$ cat src/rtl/crt_2011_2048_to_x_pkg.sv
// Shared constants and types for the {2011, 2048} residue-to-binary converter.
//   M_2011            : the odd modulus
//   INV_2048_MOD_2011 : (2048)^-1 mod 2011, i.e. 37^-1 mod 2011
//   W_RES / W_X       : residue width / reconstructed value width
//   state_t           : converter FSM states
package mod_2011_pkg;

  localparam logic [10:0] M_2011            = 11'd2011;
  localparam logic [9:0]  INV_2048_MOD_2011 = 10'd924;
  localparam int unsigned W_RES             = 11;
  localparam int unsigned W_X               = 22;

  typedef enum logic [1:0] {
    IDLE = 2'd0,
    PREP = 2'd1,
    MUL  = 2'd2,
    DONE = 2'd3
  } state_t;

endpackage

$ cat src/rtl/crt_2011_2048_to_x_if.sv
// Handshake bundle between a residue-pair producer/result consumer (master)
// and the converter (slave).
//   in_valid/in_ready/r_a/r_b : residue pair input handshake
//   out_valid/out_ready/x/err : reconstructed value output handshake
interface crt_2011_2048_to_x_if;
  import mod_2011_pkg::*;

  logic             in_valid;
  logic             in_ready;
  logic [W_RES-1:0] r_a;
  logic [W_RES-1:0] r_b;
  logic             out_valid;
  logic             out_ready;
  logic [W_X-1:0]   x;
  logic             err;

  modport master (
    output in_valid, r_a, r_b, out_ready,
    input  in_ready, out_valid, x, err
  );

  modport slave (
    input  in_valid, r_a, r_b, out_ready,
    output in_ready, out_valid, x, err
  );

endinterface

$ cat src/rtl/crt_2011_2048_to_x_dbl_add.sv
// One MSB-first double-and-add step of a modular multiply:
//   acc_next_o = (2*acc_i + (bit_i ? d_i : 0)) mod 2011
// Ports:
//   acc_i      : running accumulator, < 2011 for legal operands
//   d_i        : multiplicand, < 2011 for legal operands
//   bit_i      : current multiplier bit
//   acc_next_o : updated accumulator
module mod_2011_dbl_add
  import mod_2011_pkg::*;
(
  input  logic [10:0] acc_i,
  input  logic [10:0] d_i,
  input  logic        bit_i,
  output logic [10:0] acc_next_o
);

  logic [11:0] dbl;
  logic [11:0] dbl_m;
  logic [11:0] sum;

  always_comb begin
    dbl        = {acc_i, 1'b0};
    dbl_m      = (dbl >= 12'(M_2011)) ? dbl - 12'(M_2011) : dbl;
    sum        = dbl_m + (bit_i ? {1'b0, d_i} : 12'd0);
    acc_next_o = 11'((sum >= 12'(M_2011)) ? sum - 12'(M_2011) : sum);
  end

endmodule

$ cat src/rtl/crt_2011_2048_to_x.sv
// Sequential residue-to-binary converter for moduli {2011, 2048}.
// Rebuilds X in [0, 2011*2048) from (X mod 2011, X mod 2048) via mixed-radix
// CRT: X = r_b + 2048*t, t = ((r_a - r_b mod 2011) mod 2011) * 924 mod 2011.
// Ports:
//   clk   : rising-edge clock
//   rst_n : asynchronous active-low reset
//   io    : slave side of the handshake bundle (see crt_2011_2048_to_x_if)
module crt_2011_2048_to_x
  import mod_2011_pkg::*;
(
  input  logic                  clk,
  input  logic                  rst_n,
  crt_2011_2048_to_x_if.slave   io
);

  state_t           state_q, state_d;
  logic [W_RES-1:0] ra_q, ra_d;
  logic [W_RES-1:0] rb_q, rb_d;
  logic             err_q, err_d;
  logic [10:0]      d_q, d_d;
  logic [10:0]      acc_q, acc_d;
  logic [3:0]       idx_q, idx_d;
  logic [W_X-1:0]   x_q, x_d;

  logic [10:0]        rb_red;
  logic signed [11:0] diff;
  logic [10:0]        d_prep;
  logic [9:0]         inv;
  logic               inv_bit;
  logic [10:0]        acc_nxt;

  // PREP datapath: d = (r_a - r_b mod 2011) mod 2011. A negative diff lies in
  // -2010..-1, so adding 2011 to its low 11 bits (mod 2048) yields the residue.
  always_comb begin
    rb_red = (rb_q >= M_2011) ? rb_q - M_2011 : rb_q;
    diff   = $signed({1'b0, ra_q}) - $signed({1'b0, rb_red});
    d_prep = diff[11] ? diff[10:0] + M_2011 : diff[10:0];
  end

  assign inv     = INV_2048_MOD_2011;
  assign inv_bit = inv[idx_q];

  mod_2011_dbl_add u_dbl_add (
    .acc_i      (acc_q),
    .d_i        (d_q),
    .bit_i      (inv_bit),
    .acc_next_o (acc_nxt)
  );

  always_comb begin
    state_d = state_q;
    ra_d    = ra_q;
    rb_d    = rb_q;
    err_d   = err_q;
    d_d     = d_q;
    acc_d   = acc_q;
    idx_d   = idx_q;
    x_d     = x_q;
    unique case (state_q)
      IDLE: begin
        if (io.in_valid) begin
          ra_d    = io.r_a;
          rb_d    = io.r_b;
          err_d   = (io.r_a >= M_2011);
          state_d = PREP;
        end
      end
      PREP: begin
        d_d     = d_prep;
        acc_d   = '0;
        idx_d   = 4'd9;
        state_d = MUL;
      end
      MUL: begin
        acc_d = acc_nxt;
        idx_d = idx_q - 4'd1;
        if (idx_q == 4'd0) begin
          // t < 2011, so the final X is a plain concatenation with r_b.
          x_d     = err_q ? '0 : {acc_nxt, rb_q};
          state_d = DONE;
        end
      end
      DONE: begin
        if (io.out_ready) state_d = IDLE;
      end
      default: state_d = IDLE;
    endcase
  end

  always_ff @(posedge clk or negedge rst_n) begin
    if (!rst_n) begin
      state_q <= IDLE;
      ra_q    <= '0;
      rb_q    <= '0;
      err_q   <= 1'b0;
      d_q     <= '0;
      acc_q   <= '0;
      idx_q   <= '0;
      x_q     <= '0;
    end else begin
      state_q <= state_d;
      ra_q    <= ra_d;
      rb_q    <= rb_d;
      err_q   <= err_d;
      d_q     <= d_d;
      acc_q   <= acc_d;
      idx_q   <= idx_d;
      x_q     <= x_d;
    end
  end

  assign io.in_ready  = (state_q == IDLE);
  assign io.out_valid = (state_q == DONE);
  assign io.x         = x_q;
  assign io.err       = err_q;

endmodule

$ cat src/flat_wrapper.sv
// flat-port wrapper written by rule: the top's interface ports become plain ports
module crt_2011_2048_to_x_flat import mod_2011_pkg::*;
  (clk, rst_n, io_in_valid, io_r_a, io_r_b, io_out_ready, io_in_ready, io_out_valid, io_x, io_err);
  crt_2011_2048_to_x_if io_i ();
  input  logic clk;
  input  logic rst_n;
  input wire logic [$bits(io_i.in_valid)-1:0] io_in_valid;
  input wire logic [$bits(io_i.r_a)-1:0] io_r_a;
  input wire logic [$bits(io_i.r_b)-1:0] io_r_b;
  input wire logic [$bits(io_i.out_ready)-1:0] io_out_ready;
  output wire logic [$bits(io_i.in_ready)-1:0] io_in_ready;
  output wire logic [$bits(io_i.out_valid)-1:0] io_out_valid;
  output wire logic [$bits(io_i.x)-1:0] io_x;
  output wire logic [$bits(io_i.err)-1:0] io_err;
  assign io_i.in_valid = io_in_valid;
  assign io_i.r_a = io_r_a;
  assign io_i.r_b = io_r_b;
  assign io_i.out_ready = io_out_ready;
  assign io_in_ready = io_i.in_ready;
  assign io_out_valid = io_i.out_valid;
  assign io_x = io_i.x;
  assign io_err = io_i.err;
  crt_2011_2048_to_x u_core (.clk(clk), .rst_n(rst_n), .io(io_i));
endmodule
$ cat config.mk
export PLATFORM = sky130hd
export DESIGN_NAME = crt_2011_2048_to_x_flat
export DESIGN_NICKNAME = d
export VERILOG_FILES = /design/src/rtl/crt_2011_2048_to_x_pkg.sv /design/src/rtl/crt_2011_2048_to_x_if.sv /design/src/rtl/crt_2011_2048_to_x_dbl_add.sv /design/src/rtl/crt_2011_2048_to_x.sv /design/src/flat_wrapper.sv
export SDC_FILE = /design/constraint.sdc
export NUM_CORES = 1
export LEC_CHECK = 0
export CAP_MARGIN = 25
export CELL_PAD_IN_SITES_DETAIL_PLACEMENT = 0
export CELL_PAD_IN_SITES_GLOBAL_PLACEMENT = 1
export CORE_UTILIZATION = 45
export DETAILED_ROUTE_END_ITERATION = 8
export PLACE_DENSITY_LB_ADDON = 0.05
export REMOVE_ABC_BUFFERS = 1
export SLEW_MARGIN = 20
export SYNTH_ARGS = -nofsm -noshare
export SYNTH_HDL_FRONTEND = slang
export SYNTH_SLANG_ARGS = --single-unit
$ cat constraint.sdc
create_clock -name clk -period 4.6 [get_ports clk]
set_input_delay 0.69 -clock clk [delete_from_list [all_inputs] [get_ports clk]]
set_output_delay 0.69 -clock clk [all_outputs]
set_load 0.02 [all_outputs]
# Word-level counts from Yosys, hierarchy flattened
# Memory sizes are Yosys's and may differ from the RTL's.
# Cells that the tools add are included.
dict set report totals {
  mem_count 1
  register_bits 73
  romBits 16
  wordCells 46
}
# name depth word_bits read_ports rd_clocked_by_memory_dff write_ports line_no
set memory_table {}
lappend memory_table {{(name not given)} 16 1 1 0 0 crt_2011_2048_to_x.sv:41} ;# assign inv_bit = inv[idx_q];
dict set report op_classes {
  eq_ne 6
  n_mux 13
  add_sub_neg 7
  magnitude_cmp 5
  reduce_logical 6
}
# cell n
set ops {}
lappend ops {{2-to-1 mux 11 bit} 4}
lappend ops {{greater-or-equal comparator 12 x 11 -> 1 bit, second input constant} 2}
lappend ops {{greater-or-equal comparator 11 bit, second input constant} 2}
lappend ops {{2-to-1 mux 22 bit} 1}
lappend ops {{one-hot mux 11 bit (2 select lines)} 1}
lappend ops {{subtractor 11 bit, second input constant} 2}
lappend ops {{adder 12 x 11 -> 12 bit} 1}
lappend ops {{2-to-1 mux 12 bit} 1}
lappend ops {{subtractor 11 x 11 -> 12 bit} 1}
lappend ops {{subtractor 12 x 11 -> 12 bit, second input constant} 1}
lappend ops {{adder 11 bit, second input constant} 1}
lappend ops {{one-hot mux 2 bit (4 select lines)} 1}
lappend ops {{one-hot mux 4 bit (2 select lines)} 1}
lappend ops {{2-to-1 mux 2 bit} 3}
lappend ops {{< comparator 4 x 5 -> 1 bit, second input constant} 1}
lappend ops {{equality test 2 bit, second input constant} 2}
lappend ops {{zero test 4 bit} 1}
lappend ops {{!= test 2 bit, second input constant} 2}
lappend ops {{AND reduction 2 bit} 2}
lappend ops {{subtractor 4 x 1 -> 4 bit, second input constant} 1}
lappend ops {{AND reduction 3 bit} 1}
lappend ops {{equality test 2 x 1 -> 1 bit, second input constant} 1}
lappend ops {{zero test 2 bit} 1}
lappend ops {{!= test 2 x 1 -> 1 bit, second input constant} 1}
lappend ops {{other kinds (2)} 2}

# Logic depth before layout (Yosys ltp)
# Gate-level depths: netlist of run 1.
dict set report depth {
  word_depth 7
  ltp_mapped 19
  mapped_depth_nobuf 17
}

# Modules after synthesis
# A second synthesis of run 1 with hierarchy kept.
dict set report unflattened {
  hier_cells 609
  hier_area_um2 5363.9
}
# module seq_area_each_um2 cells_per_inst area_each_um2 n_inst
set by_module_without_submodules {}
lappend by_module_without_submodules {crt_2011_2048_to_x 1826.8 413 3980.1 1}
lappend by_module_without_submodules {mod_2011_dbl_add 0.0 196 1383.8 1}

# Worst setup path before layout of run 1
# OpenSTA, ideal clock, no wires.
dict set report synth_path {
  path_kind {register to register}
  startpoint {reg u_core.acc_q[1]}
  endpoint {reg u_core.x_q[20] (netlist: u_core.io.x[20])}
  setup_time_ps 69
  path_buffers 1
  arrival_time_ps 3913
  path_stages_with_launch 17
  path_slack_ps 619
  period_less_slack_ps 3981
  cell_sequence {dfrtp_1 ha_1 a21oi_1 nor2_1 a21oi_1 inv_1 ha_1 fa_1 a21o_1 a221oi_1 o21ai_0 a21oi_1 xnor2_1 a41oi_1 buf_2 or4_1 nand3_1}
}
dict set report synth_via {
  elab_chain_cells 6
  elab_cells_between_ends 8
  cone_classes {3 x add/sub; 2 x order compare; 3 x mux}
}
# element line_no
set synth_lines {}
lappend synth_lines {{start, declared} crt_2011_2048_to_x.sv:21} ;# logic [10:0] acc_q, acc_d;
lappend synth_lines {{start signal, assigned} crt_2011_2048_to_x.sv:97} ;# acc_q <= '0;
lappend synth_lines {{start signal, assigned} crt_2011_2048_to_x.sv:106} ;# acc_q <= acc_d;
lappend synth_lines {{subtractor 12 x 11 -> 12 bit or greater-or-equal comparator 12 x 11 -> 1 bit (tied branches)} crt_2011_2048_to_x_dbl_add.sv:23} ;# dbl_m = (dbl >= 12'(M_2011)) ? dbl - 12'(M_2011) : dbl;
lappend synth_lines {{2-to-1 mux 12 bit (*)} crt_2011_2048_to_x_dbl_add.sv:23}
lappend synth_lines {{adder 12 x 11 -> 12 bit (*)} crt_2011_2048_to_x_dbl_add.sv:24} ;# sum = dbl_m + (bit_i ? {1'b0, d_i} : 12'd0);
lappend synth_lines {{subtractor 11 bit or greater-or-equal comparator 12 x 11 -> 1 bit (tied branches)} crt_2011_2048_to_x_dbl_add.sv:25} ;# acc_next_o = 11'((sum >= 12'(M_2011)) ? sum - 12'(M_2011) : sum);
lappend synth_lines {{2-to-1 mux 11 bit (*)} crt_2011_2048_to_x_dbl_add.sv:25}
lappend synth_lines {{2-to-1 mux 22 bit (*)} crt_2011_2048_to_x.sv:79} ;# x_d = err_q ? '0 : {acc_nxt, rb_q};
lappend synth_lines {{end signal, assigned} crt_2011_2048_to_x.sv:99} ;# x_q <= '0;
lappend synth_lines {{end signal, assigned} crt_2011_2048_to_x.sv:108} ;# x_q <= x_d;
lappend synth_lines {{end, declared} crt_2011_2048_to_x.sv:23} ;# logic [W_X-1:0] x_q, x_d;
# Mark *: on every way between the ends. The rest lies on a longest branch, timed or not.
# A chain may end at the register's enable or synchronous reset.

# Final worst setup path of run 1
dict set report layout_path {
  startpoint {reg u_core.rb_q[0]}
  endpoint {reg u_core.d_q[10]}
}
dict set report layout_via {
  elab_chain_cells 5
  elab_cells_between_ends 6
  cone_classes {3 x add/sub; 1 x order compare; 2 x mux}
}
# element line_no
set layout_lines {}
lappend layout_lines {{start, declared} crt_2011_2048_to_x.sv:18} ;# logic [W_RES-1:0] rb_q, rb_d;
lappend layout_lines {{start signal, assigned} crt_2011_2048_to_x.sv:103} ;# rb_q <= rb_d;
lappend layout_lines {{subtractor 11 bit or greater-or-equal comparator 11 bit (tied branches)} crt_2011_2048_to_x.sv:35} ;# rb_red = (rb_q >= M_2011) ? rb_q - M_2011 : rb_q;
lappend layout_lines {{2-to-1 mux 11 bit (*)} crt_2011_2048_to_x.sv:35}
lappend layout_lines {{subtractor 11 x 11 -> 12 bit (*)} crt_2011_2048_to_x.sv:36} ;# diff = $signed({1'b0, ra_q}) - $signed({1'b0, rb_red});
lappend layout_lines {{adder 11 bit} crt_2011_2048_to_x.sv:37} ;# d_prep = diff[11] ? diff[10:0] + M_2011 : diff[10:0];
lappend layout_lines {{2-to-1 mux 11 bit (*)} crt_2011_2048_to_x.sv:37}
lappend layout_lines {{end signal, assigned} crt_2011_2048_to_x.sv:96} ;# d_q <= '0;
lappend layout_lines {{end signal, assigned} crt_2011_2048_to_x.sv:105} ;# d_q <= d_d;
lappend layout_lines {{end, declared} crt_2011_2048_to_x.sv:20} ;# logic [10:0] d_q, d_d;
# Marked as above.

==> results of run 1 <==
through the flow:
step	util	instance area [sq um]
global placement	0.5354	5602
global route	0.5652	5913
finish	0.5652	5913
floorplan	-	4861
CTS	0.5593	5852
detailed placement	0.5354	5602
timing repair:
item | CTS | global route
hold endpoints to repair | 0 | 0
endpoints found under the setup margin | 0 | 6
buffers inserted | 0 | 1
resized for setup | 0 | 2
routing by layer:
| metal | track usage | up-vias | share of wire |
|---|---|---|---|
| met5 | 0 | - | 0 |
| met4 | 0.06751 | 0 | 0.014 |
| met3 | 0.05457 | 15 | 0.028 |
| met2 | 0.3840 | 51 | 0.51 |
| met1 | 0.2580 | 1926 | 0.45 |
| li1 | - | 2032 | - |
registers in the layout (all words and copies together), names as in the netlist:
signal / count
u_core.io.err: 1
u_core.idx_q: 4
u_core.acc_q: 11
u_core.state_q: 2
u_core.io.x: 22
u_core.rb_q: 11
u_core.d_q: 11
u_core.ra_q: 11
cell families after synthesis:
family,share of synthesized area
AND/OR/NAND/NOR,0.2022
flip-flops,0.3719
buffers and inverters,0.02725
multiplexers,0.06979
adder cells (fa/ha/maj),0.08711
AO/OA/AOI/OAI,0.1882
XOR/XNOR,0.05349
worst paths after layout:
path	slack, ps	start	to	depth (start not counted)
min in group clk	480	u_core.io.x[19]	u_core.io.x[19]	2
setup / recovery	290	u_core.rb_q[0]	u_core.d_q[10]	14
setup reg to reg	290	u_core.rb_q[0]	u_core.d_q[10]	14
max in group asynchronous	3850	rst_n	u_core.acc_q[9]	2
hold reg to reg	480	u_core.io.x[19]	u_core.io.x[19]	2
hold / removal	190	rst_n	u_core.io.x[20]	1
cell usage in the layout, fill, tap and decap left out, types with 6 or more instances in the layout:
cell type / count
or3_1: 6
a31oi_1: 7
dfrtp_1: 73
and3_1: 6
nand2b_1: 15
a21oi_1: 21
a21o_1: 7
xor2_1: 11
nor2_1: 30
nand2_1: 46
o211ai_1: 11
or2_2: 7
nand3_1: 22
clkbuf_8: 10
inv_1: 22
mux2_2: 26
xnor2_1: 18
nor2b_1: 13
clkdlybuf4s50_1: 49
o21ai_0: 41
ha_1: 31
buf_4: 9
or4_1: 11
worst register-to-register path: stages (launching register included):
cell and delay [ps]:
dfrtp_1 440, a21oi_1 360, a21oi_1 100, o21ai_0 480
xnor2_1 190, ha_1 180, inv_1 50, fa_1 390
a21o_1 230, a221oi_2 320, o21ai_0 140, o311a_1 150
or4b_4 530, or4_1 500, a31oi_1 160
layout make-up:
type / count / area, sq um / area share
sequential: 73 / 1827 / 0.3089
inverter: 22 / 82.58 / 0.01397
clock buffer: 10 / 137.6 / 0.02328
clock inverter: 6 / 112.6 / 0.01904
timing repair buffer: 61 / 620.6 / 0.1050
multi-input combinational: 412 / 2963 / 0.5011
tap: 136 / 170.2 / 0.02878
==> results.json, run 1 <==
{
  "critPathMaxFanout": 5,
  "row_count": 37,
  "numClockSinks": 73,
  "yosysSeqAreaShare": 0.3719,
  "ant_nets": 0,
  "areaGrowthSynthToFinish_pct": 20.38,
  "worstMarginPinSlew_ps": 598.6,
  "pin_count": 51,
  "clockBufferDepth": 2,
  "yosysWarnings": 0,
  "hold_slack_ps": 185.5,
  "overflow": 0,
  "drtIter0Drc": 125,
  "synth_edf_count": 0,
  "slew_headroom": 0.5995,
  "period_minus_slack_ps": 4306,
  "final_layout_size_suffix_gt1_frac": 0.1301,
  "min_period_over_period": 0.9360,
  "slowest_stage": "or4b_4",
  "grt_start_max_net_pins": 74,
  "ys_top_cells_by_count": "dfrtp_1 (73), nand2_1 (46), o21ai_0 (41)",
  "drt-vias-per-instance": 5.589,
  "synth-main-ff-cell": "dfrtp_1",
  "pre_cts_slack_ps": 339.5,
  "yosysTopAreaCell": "dfrtp_1",
  "dieWidth_um": 106.5,
  "wl_per_cell_um": 15.85,
  "h-tree-depth": 3,
  "core_area_sq_um": 10460,
  "rsz0062_at_grt": "no",
  "setup-tns-final_ps": 0,
  "setup_ws_ps": 294.3,
  "antenna_found_initial": 0,
  "grt_usage": 0.2173,
  "finalMaxSlewViolations": 0,
  "routed_wl_um": 11410,
  "setup_viol": 0,
  "ys_top_cells_by_area": "dfrtp_1 (37%), ha_1 (7.9%), mux2_2 (6.0%)",
  "synth_top_area_share": 0.3719,
  "clk_latency_ps": 370,
  "numPlacedInstances": 701,
  "fin_cells": 720,
  "dieArea_sq_um": 11340,
  "grt_pass1_vias": 3941,
  "hp-class": "primary input to asynchronous set/reset pin",
  "crit_arrival_ps": 4610,
  "cts_root_buf": "clkbuf_8",
  "critical_path.cell_chain": "a21oi_1 > a21oi_1 > o21ai_0 > xnor2_1 > ha_1 > inv_1 > fa_1 > a21o_1 > a221oi_2 > o21ai_0 > o311a_1 > or4b_4 > or4_1 > a31oi_1",
  "hold_viol": 0,
  "critical_path_class": "register to register",
  "vias": 4024,
  "grt_pass1_wl_um": 19050,
  "cts_hold_buf": 0,
  "max_stage_delay_ps": 530,
  "start_util": 0.4695,
  "nFillCells": 979,
  "cts_buffers": 9,
  "drcViolationCount": 0,
  "first_pass_iters": 5,
  "synth.most_common_cell": "dfrtp_1",
  "finalClockSkew_ps": 11.90,
  "critPathTopFamily": "compound AO/OA/AOI/OAI gates",
  "maxCapViolCount": 0,
  "syn_area_per_cell_sq_um": 9.447,
  "diodes": 0,
  "ys_async_sr_fraction": 1.000,
  "start_kind": "register",
  "layout.nets": 638,
  "synth_area_sq_um": 4912,
  "clk_pin_slew_ps": 90,
  "required_ps": 4900,
  "synth_seq_cells": 73,
  "cts_tree": "done",
  "die_h_um": 106.5,
  "dp_hpwl_um": 8597,
  "synth_cells": 520,
  "numPortBuffers": 50,
  "status": "finished, final reports clean",
  "synth_cell_types": 65,
  "worst-path-buf-inv": 1,
  "end_kind": "register",
  "place.gp.congestion": 0.8362,
  "fmax_ghz": 0.2322
}
Power of run 1 is left out: the tool's default activity adds up to more than one toggle a clock period on the data nets, which glitch-free logic cannot reach.
==> run 2: changes to the inputs <==
--- a/config.mk
+++ b/config.mk
@@ -5,10 +5,11 @@
 export SDC_FILE = /design/constraint.sdc
 export NUM_CORES = 1
 export LEC_CHECK = 0
+export ABC_AREA = 1
 export CAP_MARGIN = 25
 export CELL_PAD_IN_SITES_DETAIL_PLACEMENT = 0
 export CELL_PAD_IN_SITES_GLOBAL_PLACEMENT = 1
-export CORE_UTILIZATION = 45
+export CORE_UTILIZATION = 42
 export DETAILED_ROUTE_END_ITERATION = 8
 export PLACE_DENSITY_LB_ADDON = 0.05
 export REMOVE_ABC_BUFFERS = 1
==> constraint.sdc (replaced) <==
create_clock -name clk -period 4.77 [get_ports clk]
set_input_delay 0.7155 -clock clk [delete_from_list [all_inputs] [get_ports clk]]
set_output_delay 0.7155 -clock clk [all_outputs]
set_load 0.02 [all_outputs]
==> results.json, run 2 <==
{
  "status": "finished, final reports clean",
  "synth.most_common_cell": "nand2_1",
  "setup-tns-final_ps": 0,
  "place.gp.congestion": 0.8298,
  "fin_cells": 912,
  "wl_per_cell_um": 13.59,
  "ir_drop_uv": 364.4,
  "finalClockSkew_ps": 8.934,
  "setup_viol": 0,
  "synthAdderAreaFrac": 0.08393,
  "end_kind": "register",
  "max_stage_delay_ps": 500,
  "final_layout_size_suffix_gt1_frac": 0.05722,
  "synth_edf_count": 0,
  "fmax_ghz": 0.2565,
  "diodes": 0,
  "start_kind": "register",
  "synthXorXnorAreaFrac": 0.05325,
  "grt_pass1_wl_um": 21100,
  "critPathMaxFanout": 13,
  "synth_area_sq_um": 5099,
  "post_cts_buffers": 0,
  "ys_top_cells_by_area": "dfrtp_1 (36%), nand2_1 (17%), ha_1 (7.6%)",
  "hp-class": "primary input to asynchronous set/reset pin",
  "largest_register_ff_count": 22,
  "yosysSeqAreaShare": 0.3583,
  "slew_headroom": 0.5267,
  "rr_worst_depth": 18,
  "critPathTopFamily": "simple AND/OR/NAND/NOR gates",
  "hold_viol": 0,
  "ant_nets": 0,
  "synth_top_area_share": 0.3583,
  "row_count": 39,
  "h-tree-depth": 3,
  "vias": 4515,
  "required_ps": 5040,
  "antenna_found_initial": 0,
  "hold_slack_ps": 237.2,
  "synth_compound_area_frac": 0.08957,
  "crit_arrival_ps": 4170,
  "cts_resized": 0,
  "dp_hpwl_um": 9877,
  "synth_cell_types": 44,
  "synth-main-ff-cell": "dfrtp_1",
  "final_common_cell": "nand2_1",
  "syn_area_per_cell_sq_um": 7.131,
  "mostFrequentLayoutCells": "nand2_1 (236), inv_1 (93), dfrtp_1 (73)",
  "rsz0062_at_grt": "no",
  "synth_cells": 715,
  "yosysWarnings": 0,
  "start_util": 0.4390,
  "dieWidth_um": 112.2,
  "ys_async_sr_fraction": 1.000,
  "clk_pin_slew_ps": 60,
  "first_pass_iters": 5,
  "cts_tree": "done",
  "cts_hold_buf": 0,
  "synth_seq_cells": 73,
  "maxCapViolCount": 0,
  "clk_latency_ps": 340,
  "areaGrowthSynthToFinish_pct": 18.99,
  "synthSimpleGateAreaFrac": 0.3288,
  "cts_buffers": 9,
  "synth_top_family_by_area": "simple AND/OR/NAND/NOR gates",
  "numPlacedInstances": 895,
  "drcViolationCount": 0,
  "dieArea_sq_um": 12580,
  "die_h_um": 112.2,
  "overflow": 0,
  "numClockSinks": 73,
  "grt_start_max_net_pins": 74,
  "r2r_end": "u_core.acc_q[1]",
  "pin_count": 51,
  "min_period_over_period": 0.8173,
  "critical_path_class": "register to register",
  "cp.depth": 18,
  "critical_path.cell_chain": "inv_1 > ha_1 > a21oi_1 > nor2_1 > nor2_1 > ha_1 > fa_1 > xnor2_1 > nand2_1 > nand3_2 > nand2_1 > nand2_2 > nor2_4 > nand3_4 > nand2_2 > nand2_1 > nand3_1 > nand2_1",
  "worstMarginPinSlew_ps": 705.6,
  "reg2reg_from": "u_core.idx_q[0]",
  "routed_wl_um": 12400,
  "core_area_sq_um": 11610,
  "yosysTopAreaCell": "dfrtp_1",
  "slowest_stage": "nor2_1",
  "finalMaxSlewViolations": 0,
  "synth_mux_area_frac": 0,
  "ys_top_cells_by_count": "nand2_1 (236), inv_1 (93), dfrtp_1 (73)",
  "grt_usage": 0.2141,
  "layout.nets": 823,
  "drt-vias-per-instance": 4.951,
  "period_minus_slack_ps": 3899,
  "p_per_area_nw_per_um2": 845.5,
  "worst-path-buf-inv": 1,
  "drtIter0Drc": 231,
  "final_util": 0.5224,
  "clockBufferDepth": 2,
  "crit_top_cell": "nand2_1",
  "cts_root_buf": "clkbuf_16",
  "grt_pass1_vias": 4518,
  "p_leak_nw": 3.190,
  "rrSetupSlack_ps": 870,
  "numPortBuffers": 50
}
run 2: cell count changes after synthesis, sizes merged, moves of 10 or more:
| cell | previous run | this run |
|---|---|---|
| inv | 22 | 97 |
| mux2 | 26 | 0 |
| nand2 | 46 | 240 |
| nand2b | 15 | 0 |
| nand3 | 22 | 68 |
| nor2 | 30 | 50 |
| nor2b | 13 | 0 |
| or4 | 11 | 0 |
| xor2 | 11 | 21 |
run 2: report_power, final:
group	switching, mW	leakage (nW)	total (mW)	internal [mW]
Combinational	2.12	2.15	3.36	1.24
Clock	0.266	0.157	0.727	0.460
Sequential	0.172	0.885	1.05	0.876
run 2: layout make-up:
type,count,area (sq um)
multi-input combinational,529,2833
tap,143,178.9
fill,1161,5547
timing repair buffer,53,540.5
clock buffer,10,229.0
clock inverter,6,91.34
inverter,98,367.9
sequential,73,1827
run 2: worst max path at each step:
stage                               start               to  slack (ps)
after global placement    u_core.idx_q[0]  u_core.acc_q[1]         850
final                     u_core.idx_q[0]  u_core.acc_q[1]         870
after CTS                 u_core.idx_q[0]  u_core.acc_q[1]         830
after detailed placement  u_core.idx_q[0]  u_core.acc_q[1]         850
after global routing      u_core.idx_q[0]  u_core.acc_q[2]         350
after floorplan           u_core.acc_q[1]  u_core.acc_q[2]        1520
run 2: kinds of logic after synthesis:
| family | Yosys count |
|---|---|
| adder cells (fa/ha/maj) | 33 |
| AO/OA/AOI/OAI | 82 |
| AND/OR/NAND/NOR | 383 |
| buffers and inverters | 113 |
| XOR/XNOR | 31 |
| flip-flops | 73 |
run 2: worst reg2reg max path: stages (launching register included):
cell and delay, ps:
dfrtp_1 360, inv_1 60, ha_1 290, a21oi_1 70, nor2_1 500, nor2_1 160, ha_1 270, fa_1 450
xnor2_1 470, nand2_1 160, nand3_2 140, nand2_1 70, nand2_2 90, nor2_4 50, nand3_4 200, nand2_2 170
nand2_1 120, nand3_1 100, nand2_1 90
run 2: per-layer routing:
metal | wire length (um) | up-vias | track usage
li1 | - | 2377 | -
met1 | 5393 | 2045 | 0.2460
met2 | 6452 | 77 | 0.4004
met3 | 325 | 16 | 0.03294
met4 | 224 | 0 | 0.07822
met5 | 0 | - | 0
run 2: metrics by stage:
stage | setup slack (ps) | power, mW | cell area, sq um
global placement | 847.3 | 4.392 | 5719
global route | 352.5 | 5.684 | 6067
CTS | 829.1 | 5.182 | 6040
detailed placement | 852.7 | 4.424 | 5719
floorplan | 1522 | 3.564 | 5027
finish | 871.3 | 5.130 | 6067
(Power assumes the default switching activity.)
